## src/rtl/clk_div_sched.sv

```systemverilog
// Divided-rate clock-enable scheduler: one clk_en pulse per 2^cur_sel cycles.
// Ratio changes and stop/start are applied only on period boundaries.
module clk_div_sched #(
  parameter int unsigned DIV_STAGES = 3,
  parameter int unsigned SEL_W      = 2,
  parameter int unsigned RESET_SEL  = 3
) (
  input  logic             clk,
  input  logic             rst_n,
  input  logic             req_valid,
  input  logic [SEL_W-1:0] req_sel,
  output logic             req_ready,
  input  logic             stop_req,
  output logic             clk_en,
  output logic             sel_done,
  output logic [SEL_W-1:0] cur_sel,
  output logic             stopped
);

  typedef enum logic [1:0] {
    RUN,
    PENDING,
    STOPPED
  } state_t;

  state_t                state_q, state_d;
  logic [DIV_STAGES-1:0] cnt_q, cnt_d, term_cnt, cnt_next;
  logic [SEL_W-1:0]      cur_sel_q, cur_sel_d;
  logic [SEL_W-1:0]      pend_q, pend_d;
  logic [SEL_W-1:0]      req_sel_clamped;
  logic                  clk_en_q, clk_en_d;
  logic                  sel_done_q, sel_done_d;
  logic                  req_ready_q, req_ready_d;
  logic                  stopped_q, stopped_d;
  logic                  term;
  logic                  accept;

  // Terminal count R-1 is a mask of cur_sel low ones.
  always_comb begin
    term_cnt = '0;
    for (int unsigned i = 0; i < DIV_STAGES; i++) begin
      term_cnt[i] = (i < 32'(cur_sel_q));
    end
  end

  assign term            = (cnt_q == term_cnt);
  assign cnt_next        = term ? '0 : cnt_q + DIV_STAGES'(1);
  assign accept          = req_valid & req_ready_q;
  assign req_sel_clamped = (32'(req_sel) > DIV_STAGES) ? SEL_W'(DIV_STAGES) : req_sel;

  always_comb begin
    state_d     = state_q;
    cnt_d       = cnt_q;
    cur_sel_d   = cur_sel_q;
    pend_d      = pend_q;
    clk_en_d    = 1'b0;
    sel_done_d  = 1'b0;
    req_ready_d = req_ready_q;
    stopped_d   = stopped_q;
    unique case (state_q)
      RUN: begin
        cnt_d    = cnt_next;
        clk_en_d = term;
        if (term && stop_req) begin
          state_d   = STOPPED;
          stopped_d = 1'b1;
          // A request landing with the stop is applied directly, as in STOPPED.
          if (accept) begin
            cur_sel_d  = req_sel_clamped;
            sel_done_d = 1'b1;
          end
        end else if (accept) begin
          pend_d      = req_sel_clamped;
          req_ready_d = 1'b0;
          state_d     = PENDING;
        end
      end
      PENDING: begin
        cnt_d    = cnt_next;
        clk_en_d = term;
        if (term) begin
          cur_sel_d   = pend_q;
          sel_done_d  = 1'b1;
          req_ready_d = 1'b1;
          if (stop_req) begin
            state_d   = STOPPED;
            stopped_d = 1'b1;
          end else begin
            state_d = RUN;
          end
        end
      end
      STOPPED: begin
        cnt_d = '0;
        if (accept) begin
          cur_sel_d  = req_sel_clamped;
          sel_done_d = 1'b1;
        end
        if (!stop_req) begin
          state_d   = RUN;
          stopped_d = 1'b0;
        end
      end
      default: begin
        state_d = RUN;
        cnt_d   = '0;
      end
    endcase
  end

  always_ff @(posedge clk) begin
    if (!rst_n) begin
      state_q     <= RUN;
      cnt_q       <= '0;
      cur_sel_q   <= SEL_W'(RESET_SEL);
      pend_q      <= '0;
      clk_en_q    <= 1'b0;
      sel_done_q  <= 1'b0;
      req_ready_q <= 1'b1;
      stopped_q   <= 1'b0;
    end else begin
      state_q     <= state_d;
      cnt_q       <= cnt_d;
      cur_sel_q   <= cur_sel_d;
      pend_q      <= pend_d;
      clk_en_q    <= clk_en_d;
      sel_done_q  <= sel_done_d;
      req_ready_q <= req_ready_d;
      stopped_q   <= stopped_d;
    end
  end

  assign clk_en    = clk_en_q;
  assign sel_done  = sel_done_q;
  assign req_ready = req_ready_q;
  assign cur_sel   = cur_sel_q;
  assign stopped   = stopped_q;

endmodule

```

## config.mk

```make
export PLATFORM = sky130hd
export DESIGN_NAME = clk_div_sched
export DESIGN_NICKNAME = d
export VERILOG_FILES = /design/src/rtl/clk_div_sched.sv
export SDC_FILE = /design/constraint.sdc
export NUM_CORES = 1
export LEC_CHECK = 0
export ABC_AREA = 0
export BUFFER_PORTS_ARGS = -buffer_cell sky130_fd_sc_hd__buf_2
export CAP_MARGIN = 15
export CELL_PAD_IN_SITES_DETAIL_PLACEMENT = 0
export CELL_PAD_IN_SITES_GLOBAL_PLACEMENT = 1
export CORE_ASPECT_RATIO = 1.25
export CORE_UTILIZATION = 39
export DETAILED_ROUTE_END_ITERATION = 12
export PLACE_DENSITY_LB_ADDON = 0.12
export SYNTH_ARGS = -nofsm -noshare
export SYNTH_HDL_FRONTEND = slang
export SYNTH_SLANG_ARGS = --single-unit
```

## constraint.sdc

```tcl
create_clock -name clk -period 2.1 [get_ports clk]
set_clock_uncertainty 0.05 [all_clocks]
set_input_delay 0.42 -clock clk [delete_from_list [all_inputs] [get_ports clk]]
set_output_delay 0.42 -clock clk [all_outputs]
set_load 0.02 [all_outputs]
```

Yosys cells after proc, flatten, opt, wreduce, memory -nomap -nowiden
Cells that the tools add are included.
- shift operators: 0
- order comparisons: 3
- bitwise gates (word level): 4
- divide/modulo/power cells: 0
- equal/unequal tests: 10
- reduce and logical (&&, ||, !) cells: 12
- multiply operators: 0
- multiplexer cells: 23
- $add $sub $neg: 1
- operators with widths (kind ; number):
    $mux W2 ; 8
    $ne A2 B2 Y1 const B ; 6
    $pmux W2 S3 ; 2
    $mux W1 ; 10
    $reduce_and A3 Y1 ; 3
    $pmux W1 S3 ; 2
    $reduce_and A5 Y1 ; 1
    $lt A1 B2 Y1 const A ; 2
    $reduce_and A4 Y1 ; 1
    $add A3 B1 Y3 const B ; 1
    $eq A3 B3 Y1 ; 1
    $ne A3 B3 Y1 const B ; 1
    $not A1 Y1 ; 3
    $reduce_bool A3 Y1 ; 1
    $reduce_or A3 Y1 ; 1
    $eq A2 B1 Y1 const B ; 1
    $eq A2 B2 Y1 const B ; 1
    $logic_not A2 Y1 ; 1
    $lt A2 B2 Y1 const A ; 1
    $pmux W1 S2 ; 1
    $reduce_and A2 Y1 ; 1
    $reduce_bool A2 Y1 ; 1
    $reduce_or A2 Y1 ; 1
    $and A1 B1 Y1 ; 1
    $logic_and A1 B1 Y1 ; 1
- RAM bits: 0
- flip-flop bits (word level): 13
- output and inout bits: 6
- word-level logic and storage cells: 61
- bits in latches: 0
- bits of input ports: 6
- memories kept: 0
- memory bits (read-only): 0

Depth between registers and ports, before layout
- word-level depth: 5
- depth in mapped cells: 4
- mapped depth without buffers: 4

Least setup slack after synthesis
OpenSTA, ideal clock, no wires.
- kind: register to register
- start point: register cur_sel_q[1], in the netlist cur_sel[1]
- end point: register cur_sel_q[0], in the netlist cur_sel[0]
- path buffers: 0
- setup time: 0.121 ns
- period minus slack after synthesis: 1.588 ns
- arrival: 1.416 ns
- slack: 0.512 ns
- required time: 1.929 ns
- stages on the path, launching flop included: 5
- path through: dfxtp_1 > or3_4 > a21oi_4 > o31a_4 > mux2_4
- longest elaborated chain between the ends: 5
- elaborated cells on any way between the ends: 8
- classes of those cells: 3 x order compare; 3 x eq/ne; 2 x reduce/logical
- ends and longest elaborated chain (what ; RTL line ; RTL):
    start, declared ; 28 ; logic [SEL_W-1:0] cur_sel_q, cur_sel_d;
    start signal, assigned ; 115 ; cur_sel_q <= SEL_W'(RESET_SEL);
    start signal, assigned ; 124 ; cur_sel_q <= cur_sel_d;
    $lt A1 B2 Y1 / $lt A2 B2 Y1 (equally long branches) ; 42 ; term_cnt[i] = (i < 32'(cur_sel_q));
    $eq A3 B3 Y1 * ; 46 ; assign term = (cnt_q == term_cnt);
    $logic_and A1 B1 Y1 ; 64 ; if (term && stop_req) begin
    $ne A2 B2 Y1 (no source line) ; -- ;
    $reduce_and A3 Y1 (no source line) * ; -- ;
Mark *: on every way between the ends. The rest lies on a longest branch, timed or not.
A chain may end at the register's enable or synchronous reset.

Worst setup path after layout
Same ends and word-level chain as after synthesis.

==> results.py <==
metrics = {
    "floorplan": {
        "die_h_um": 47.62,
        "core-area_sq_mm": 0.001562,
        "fp.dieW_um": 38.50,
        "die-area_sq_mm": 0.001833,
        "rows": 16,
        "top_level_ports": 12,
        "starting_utilization_of_the_core_area_pct": 41.59,
    },
    "pwr": {
        "power.leakage_nw": 0.3156,
        "post_route_total_power_w": 0.0004942,
        "peakVddDrop_v": 0.0003954,
        "power-per-cell-area_mw_per_mm2": 659.3,
    },
    "yosys": {
        "synth_cells": 67,
        "synth_largest_area_cell": "sky130_fd_sc_hd__dfxtp_1",
        "ys_warn_count": 0,
        "synth_area_sq_um": 649.4,
        "asyncSetResetFlopFracSynth_pct": 0,
        "ys.flop_type": "sky130_fd_sc_hd__dfxtp_1",
        "synth-edff-count": 0,
        "synth_top_area_share_pct": 40.08,
        "mappedNetlistNets": 74,
        "netlist_top_cells_area": "sky130_fd_sc_hd__dfxtp_1, sky130_fd_sc_hd__mux2i_1, sky130_fd_sc_hd__nand2_1",
        "syn_area_per_cell_sq_um": 9.692,
        "synth.yosys.seq_area_share_pct": 40.08,
        "synth_seq_cells": 13,
        "synth_cell_types": 30,
    },
    "timing": {
        "worst_pin_slew_ns": 0.3637,
        "rsz_0062_raised_after_global_routing": "no",
        "setup_viol": 0,
        "min_period_ns": 1.595,
        "hold_viol_final": 0,
        "final.setup.tns_ns": 0,
        "max_freq_mhz": 626.9,
        "fin_ws_ns": 0.5048,
        "timing.final.max_slew_violations": 0,
        "finalCritPeriodShare_pct": 75.96,
        "maxSlewHeadroom_pct": 75.65,
    },
    "worst_setup_path": {
        "path_class": "register to register",
        "critical_path.max_fanout": 6,
        "endpoint_kind": "register",
        "max_stage_delay_ns": 0.41,
        "startpoint_type": "register",
        "critical_path_required_ns": 2.22,
        "sequence_of_cells_on_the_critical_path": "or3_4 > a21oi_4 > o31a_4 > mux2_4",
        "timing.critical_path.slowest_stage_cell": "sky130_fd_sc_hd__or3_4",
        "cp.arrival_ns": 1.71,
    },
    "global_routing": {
        "globalRoute.busiestLayer": "met2",
        "grt_overflow_total": 0,
        "gr-usage-all-layers_pct": 16.09,
        "grt_util_met1_pct": 19.60,
        "grt_pass1_wl_um": 1980,
        "use_met3_pct": 2.791,
        "antenna_found_initial": 0,
        "first_global_vias": 460,
        "grt_start_max_net_pins": 14,
        "met2_usage_pct": 25.00,
    },
    "final_layout": {
        "share_of_post_route_cells_with_drive_strength_above_1_pct": 28.40,
        "final_cell_mix": "sky130_fd_sc_hd__dfxtp_1, sky130_fd_sc_hd__buf_2, sky130_fd_sc_hd__nand2_1",
        "n_fill_cell": 158,
        "layout.cells.most_common": "sky130_fd_sc_hd__dfxtp_1",
        "final-instance-count-excl-fill": 99,
        "layout-area-overhead-vs-synth_pct": 15.41,
        "layout.nets": 89,
        "antennaDiodeCount": 0,
    },
    "clock_tree": {
        "insertion_delay_ns": 0.27,
        "cts_htree_levels": 1,
        "cts_root_buf": "sky130_fd_sc_hd__clkbuf_4",
        "post-cts-setup-buffers": 0,
        "cts_buffers": 3,
        "clock_tree.buffer_depth": 2,
        "postCtsResizedCells": 0,
        "cts_hold_buf": 0,
        "path_clk_slew_ns": 0.07,
        "tritoncts": "done",
        "clock_sinks": 13,
    },
    "routing": {
        "drtAntennaViolNets": 0,
        "detail_route.vias_per_cell": 5.323,
        "drtPass1Iterations": 4,
        "detail_route.wirelength_um": 1230,
        "routedWlPerCell_um": 12.42,
        "detailroute.via_count": 527,
        "number_of_remaining_drc_errors": 0,
        "drt_first_iter_violations": 5,
    },
    "outcome": {
        "status": "completed",
    },
    "place": {
        "dp_slack_ns": 0.5167,
        "number_of_i_o_port_buffers": 11,
        "post-place-cells": 95,
        "place_hpwl_um": 928.9,
        "globalplace.congestion": 0.7707,
    },
    "run": {
        "drv_cap": 0,
    },
    "min_path": {
        "timing.hold.worst.class": "input pin to register",
    },
}
-- critical path: cells and delay by family (launching register included) --
family	cells	cell delay, ns
and+or+nand+nor	1	0.41
AOI/OAI and AO/OA	2	0.38
DFF	1	0.34
muxes	1	0.29
-- final timing paths --
kind / startpoint / to / slack (ns) / depth (start not counted)
worst max-delay path: cur_sel[1] / cur_sel[0] / 0.50 / 4
worst min-delay path: req_sel[1] / pend_q[1] / 0.35 / 3
worst max register to register: cur_sel[1] / cur_sel[0] / 0.50 / 4
worst min register to register: pend_q[1] / pend_q[1] / 0.42 / 2
-- layout make-up --
class / instances / area [sq um] / area share (%)
Tap cell: 18 / 22.52 / 3.005
Multi-Input combinational cell: 50 / 374.1 / 49.92
Sequential cell: 13 / 260.3 / 34.72
Inverter: 3 / 11.26 / 1.503
Timing Repair Buffer: 11 / 55.05 / 7.346
Clock buffer: 4 / 26.28 / 3.506
-- report_power, final --
| group | internal [W] | total (W) | switching, W | leakage (nW) |
|---|---|---|---|---|
| registers | 0.000260 | 0.000273 | 0.0000136 | 0.106 |
| logic | 0.0000303 | 0.0000691 | 0.0000388 | 0.194 |
| clock network | 0.0000737 | 0.000152 | 0.0000782 | 0.0150 |
-- synth_stat cells (2+ instances only) --
| master | n |
|---|---|
| sky130_fd_sc_hd__nor2_1 | 6 |
| sky130_fd_sc_hd__mux2i_1 | 5 |
| sky130_fd_sc_hd__mux2_4 | 2 |
| sky130_fd_sc_hd__dfxtp_1 | 13 |
| sky130_fd_sc_hd__nand2_1 | 10 |
| sky130_fd_sc_hd__inv_1 | 3 |
| sky130_fd_sc_hd__nand2b_1 | 4 |
| sky130_fd_sc_hd__nor4_1 | 2 |
-- routing by layer --
metal,up-vias,routed length [um]
li1,270,-
met1,239,579
met2,13,548
met3,5,60
met4,0,41
met5,-,0
-- flip-flops by register name (all words and copies together) (netlist names) --
| register | cells |
|---|---|
| stopped | 1 |
| cnt_q | 3 |
| req_ready | 1 |
| cur_sel | 2 |
| pend_q | 2 |
| sel_done | 1 |
| state_q | 2 |
| clk_en | 1 |
-- cells by family (layout without fill, tap and decap cells) --
group | Yosys count | in the layout | share of synthesized area [%]
compound gates | 10 | 10 | 16.19
flops | 13 | 13 | 40.08
mux | 7 | 7 | 12.33
buf+inv | 4 | 18 | 2.311
fa+ha+maj | 1 | 1 | 1.926
xor+xnor | 2 | 2 | 2.698
simple gates | 30 | 30 | 24.47
-- stage by stage --
step                      instance area [sq um]  util (%)  hold WS, ns
after floorplan                           649.4         -       0.3841
after global placement                    723.2     46.31       0.4101
after detailed placement                  723.2     46.31       0.4106
after CTS                                 749.5     48.00       0.3487
after global routing                      749.5     48.00       0.3606
final                                     749.5     48.00       0.3503
Note: power is estimated with default switching activity, not from simulation.
